[src/rtl/four_bit_adder.sv]
// Registered 4-bit ripple-carry adder with carry-out and signed overflow.
// One-cycle latency, one result per valid cycle, outputs held between results.
module four_bit_adder (
    input  logic       clk,
    input  logic       rst_n,
    input  logic       in_valid,
    input  logic [3:0] A,
    input  logic [3:0] B,
    input  logic       Cin,
    output logic [3:0] S,
    output logic       Cout,
    output logic       OVF,
    output logic       out_valid
);

    logic [4:0] carry;
    logic [3:0] sum_bits;
    logic       ovf_next;

    logic [3:0] s_reg;
    logic       cout_reg;
    logic       ovf_reg;
    logic       out_valid_reg;

    assign carry[0] = Cin;

    generate
        for (genvar gi = 0; gi < 4; gi++) begin : g_full_adder
            assign sum_bits[gi]  = A[gi] ^ B[gi] ^ carry[gi];
            assign carry[gi + 1] = (A[gi] & B[gi]) | (carry[gi] & (A[gi] ^ B[gi]));
        end
    endgenerate

    // Overflow: operands share a sign but the result sign differs from it.
    assign ovf_next = (A[3] == B[3]) && (sum_bits[3] != A[3]);

    always_ff @(posedge clk or negedge rst_n) begin
        if (!rst_n) begin
            s_reg         <= 4'd0;
            cout_reg      <= 1'b0;
            ovf_reg       <= 1'b0;
            out_valid_reg <= 1'b0;
        end else begin
            out_valid_reg <= in_valid;
            if (in_valid) begin
                s_reg    <= sum_bits;
                cout_reg <= carry[4];
                ovf_reg  <= ovf_next;
            end
        end
    end

    assign S         = s_reg;
    assign Cout      = cout_reg;
    assign OVF       = ovf_reg;
    assign out_valid = out_valid_reg;

endmodule

[config.mk]
export PLATFORM = sky130hd
export DESIGN_NAME = four_bit_adder
export DESIGN_NICKNAME = d
export VERILOG_FILES = /design/src/rtl/four_bit_adder.sv
export SDC_FILE = /design/constraint.sdc
export NUM_CORES = 1
export LEC_CHECK = 0
export ABC_AREA = 1
export CORE_AREA = 2 2 39 41
export CTS_CLUSTER_SIZE = 25
export DETAILED_ROUTE_END_ITERATION = 6
export DIE_AREA = 0 0 41 43
export HOLD_SLACK_MARGIN = 0.1
export PLACE_DENSITY = 0.64
export RECOVER_POWER = 100
export SLEW_MARGIN = 10
export SYNTH_ARGS = -nofsm -noshare
export SYNTH_HDL_FRONTEND = slang
export SYNTH_SLANG_ARGS = --single-unit
[constraint.sdc]
create_clock -name clk -period 0.8 [get_ports clk]
set_input_delay 0.16 -clock clk [delete_from_list [all_inputs] [get_ports clk]]
set_output_delay 0.16 -clock clk [all_outputs]
set_load 0.01 [all_outputs]
---- Yosys cells after proc, flatten, opt, wreduce, memory -nomap -nowiden ----
Index checks and enable logic that the tools add are counted.
Widths: inputs -> output; s select.
storage, ports and cells
  logic and storage cells ................. 27
  bits in writable memories ............... 0
  register bits ........................... 7
  input port bits ......................... 12
  latch bits .............................. 0
  bits in read-only memories .............. 0
  memories ................................ 0
  output and inout port bits .............. 7
cells by class
  reductions and logical operators ........ 1
  bitwise gates (word level) .............. 20
  div/mod/pow operators ................... 0
  $add $sub $neg .......................... 0
  muxes and demuxes ....................... 0
  equal/unequal tests ..................... 2
  $lt $le $gt $ge ......................... 0
  shift operators ......................... 0
  $mul .................................... 0
operators by type and width
  operator           count
  $and 1x1->1        8
  $xor 1x1->1        8
  $or 1x1->1         4
  $eq 1x1->1         1
  $logic_and 1x1->1  1
  $ne 1x1->1         1

---- Logic depth before layout (Yosys ltp) ----
  depth in word-level cells ............... 10
  gate-level depth with buffers ........... 11
  gate-level depth less buffers ........... 11

---- Worst setup path after synthesis ----
Ideal clock, no wire load.
  kind .................................... input -> register
  start point ............................. in A[0]
  end point ............................... reg ovf_reg, in the netlist OVF
  data required time ...................... 0.683 ns
  stages .................................. 11
  slack ................................... -1.171 ns
  library setup time ...................... 0.117 ns
  path buffers ............................ 0
  arrival ................................. 1.854 ns
  cell sequence ........................... fa_1 > inv_1 > fa_1 > inv_1 > fa_1 > inv_1 > fa_1 > inv_1 > nand2_1 > nand3_1 > nand2_1
between the ends
  longest elaborated chain between the ends .. 10
  elaborated cells between the ends (all ways) .. 11
  those cells by class .................... eq/ne (1); bitwise (9); reduce/logical (1)
RTL lines
  item                    line  text
  start: declaration      7     input logic [3:0] A,
  $xor 1x1->1             30    assign carry[gi + 1] = (A[gi] & B[gi]) | (carry[gi] & (A[gi] ^ B[gi]));
  $and 1x1->1             30
  $or 1x1->1 (*)          30
  $and 1x1->1 (*)         30
  $or 1x1->1 (*)          30
  $and 1x1->1 (*)         30
  $or 1x1->1 (*)          30
  $xor 1x1->1 (*)         29    assign sum_bits[gi] = A[gi] ^ B[gi] ^ carry[gi];
  $ne 1x1->1 (*)          35    assign ovf_next = (A[3] == B[3]) && (sum_bits[3] != A[3]);
  $logic_and 1x1->1 (*)   35
  end signal: assignment  48    ovf_reg <= ovf_next;
  end: declaration        22    logic ovf_reg;
Every way passes the cells marked *; elsewhere a longest branch is shown, timed or not.
A chain may end at the register's enable or synchronous reset.

---- Final worst setup path ----
  start point ............................. in Cin
  end point ............................... reg ovf_reg, in the netlist OVF
between the ends
  longest elaborated chain between the ends .. 9
RTL lines
  item                line  text
  start: declaration  9     input logic Cin,
  $and 1x1->1         30
  $or 1x1->1          30
  $and 1x1->1         30
  $or 1x1->1          30
  $and 1x1->1         30
  $or 1x1->1          30
  $xor 1x1->1         29
  $ne 1x1->1          35
  $logic_and 1x1->1   35
Every way passes these cells.

==> out/metrics.cfg <==
[worst_setup_path]
worstSetupPathType = in -> reg
reg2reg_depth = 4
worstPathMaxFanout = 3
critPathMaxStageDelay_ns = 0.43
end_kind = register
path_cells = buf_6 -> fa_2 -> inv_2 -> fa_2 -> inv_2 -> fa_2 -> inv_2 -> fa_2 -> inv_1 -> nand2_1 -> nand3_1 -> nand2_1
rrSetupSlack_ns = -0.04
rr_endpoint = Cout
required_ns = 0.93
rr_startpoint = Cout
path_common_cell = fa_2
critPathTopFamily = adder cells
crit_slowest_cell = fa_2
cp.arrival_ns = 1.93
critPathBufInv = 5
critPathLaunchType = primary input
crit_start = Cin

[clocking]
cts_root_buffer = clkbuf_4
cts_tree = yes
cts_buffers = 3
clock_latency_ns = 0.24
cts_max_level = 1
ctsHoldBuffers = 0
clkTransAtPathRegs_ns = 0.05
cts.path.max_buffers = 2
clock-sinks = 7

[detailed_routing]
drtIter0Drc = 10
drt-vias-per-instance = 3.96
drc = 0
num_vias = 352
wl_um = 696
wl_per_cell_um = 7.82
first_pass_iters = 4
antenna_left = 0

[status]
failed_checks = setup timing
status = finished, violations left

[timing]
clock_skew_ns = 0
hold_ws_ns = 0.240
rsz0062_at_grt = yes
fin_ws_ns = -0.997
final.min_clock_period_ns = 1.80
finalSetupViolations = 13
relSlewSlack = 0.796
tightest_slew_ns = 0.305
drv_slew = 0
hold_viol_final = 0
fmax_mhz = 557
fin_crit_sh = 2.25

[finish]
synthToLayoutAreaGrowth_pct = 76.4
drive_gt1_frac = 0.521
diodes = 0
n_fill_cell = 140
ff_latch_area_um2 = 175
multi_input_area_um2 = 185
largest_reg_flops = 4
nets = 91
instances_no_fill = 89
postLayoutCellArea_um2 = 664

[synth]
synth.distinct_cells = 9
syn_inst = 39
ys_warn_count = 0
yosysMostFrequentCell = nand2_1
syn_area_um2 = 377
synthTopCellsByCount = nand2_1, inv_1, dfrtp_1, fa_1, o21ai_0
ys_ff_latch = 7
post-synth-top-area-fraction = 0.465
synth_edf_count = 0
syn_nets = 56
synth_seq_area_share = 0.465
synth_area_leader_cell = dfrtp_1
ys_top_cells_by_area = dfrtp_1, fa_1, nand2_1, inv_1, o21ai_0
synth_ff_type = dfrtp_1
synthArstFlopShare = 1.00
syn_avg_cell_area_um2 = 9.66

[floorplan]
die_h_um = 43
core_um2 = 1380
row_count = 14
io_pins = 19
initial_core_util = 0.272
die_x_um = 41
fp.dieArea_um2 = 1760

[global_route]
grt_overflow = 0
grt_pass1_vias = 316
track_usage = 0.104
antenna_found_initial = 0
grt_max_degree = 11
grt_pass1_wl_um = 1200

[power]
power.leakage_nw = 0.358
p_per_area_nw_per_um2 = 1700
total_power_mw = 1.13
ir_worst_vdd_mv = 0.543

[placement]
dpl.hpwl_um = 549
io_buffers = 18
placed_cells = 79
placed_cell_area_um2 = 629
gp_congestion = 0.670

[min_path]
hold_class = in -> async

[flow_run]
cap_violations = 0

final cells by class:
| cell class | count | share of cell area |
|---|---|---|
| clock buffer | 4 | 0.0395 |
| tap | 16 | 0.0301 |
| sequential | 7 | 0.264 |
| multi-input combinational | 23 | 0.279 |
| timing repair buffer | 30 | 0.337 |
| inverter | 9 | 0.0508 |
layout by cell type, fill, tap and decap left out, drive strengths merged:
cell type      instances
dlygate4sd3            2
inv                    9
nand2                 13
dfrtp                  7
buf                   22
fa                     4
clkdlybuf4s50          4
nand3                  1
ha                     1
clkbuf                 4
nor2                   1
dlygate4sd2            2
o21ai                  3
power by group:
group | internal [mW] | switching, mW
clock network | 0.189 | 0.113
registers | 0.406 | 0.0224
logic | 0.236 | 0.166
how the worst max path moves through the flow:
stage	to	slack, ns	cells after the start
after floorplan	OVF	-1.15	11
after global placement	OVF	-1.66	12
after detailed placement	OVF	-1.68	12
after CTS	OVF	-1.0	12
after global routing	OVF	-1.09	12
final	OVF	-1.0	12
layer usage:
metal,vias up,GRT usage,routed length (µm),part of all wire
met5,-,0,0,0
met4,0,0.100,0,0
met3,0,0.0157,55,0.079
met2,13,0.141,365,0.52
met1,158,0.132,276,0.40
li1,181,-,-,-
per-stage QoR:
stage,setup WS [ns],TNS [ns],util
final,-0.997,-4.13,0.480
after global routing,-1.09,-4.68,0.480
after CTS,-1.00,-4.09,0.457
after detailed placement,-1.68,-8.76,0.455
after global placement,-1.66,-8.62,0.455
after floorplan,-1.15,-4.06,-
logic make-up after synthesis:
group,count (synthesis),synth area share
AO/OA/AOI/OAI,3,0.0399
adder cells (fa/ha/maj),5,0.246
buffers and inverters,9,0.0897
flip-flops,7,0.465
AND/OR/NAND/NOR,15,0.159
worst register-to-register path: stages (launching register included):
cell and delay [ns]:
dfrtp_1 0.37, buf_4 0.13, buf_4 0.12, nand2_1 0.05
o21ai_1 0.05
repair_timing:
action	4_1_cts	5_1_grt
setup endpoints to repair	13	12
gates resized for setup	45	4
pin swaps	7	1
setup buffers	3	3
No activity file was read; power rests on OpenSTA's default activity.
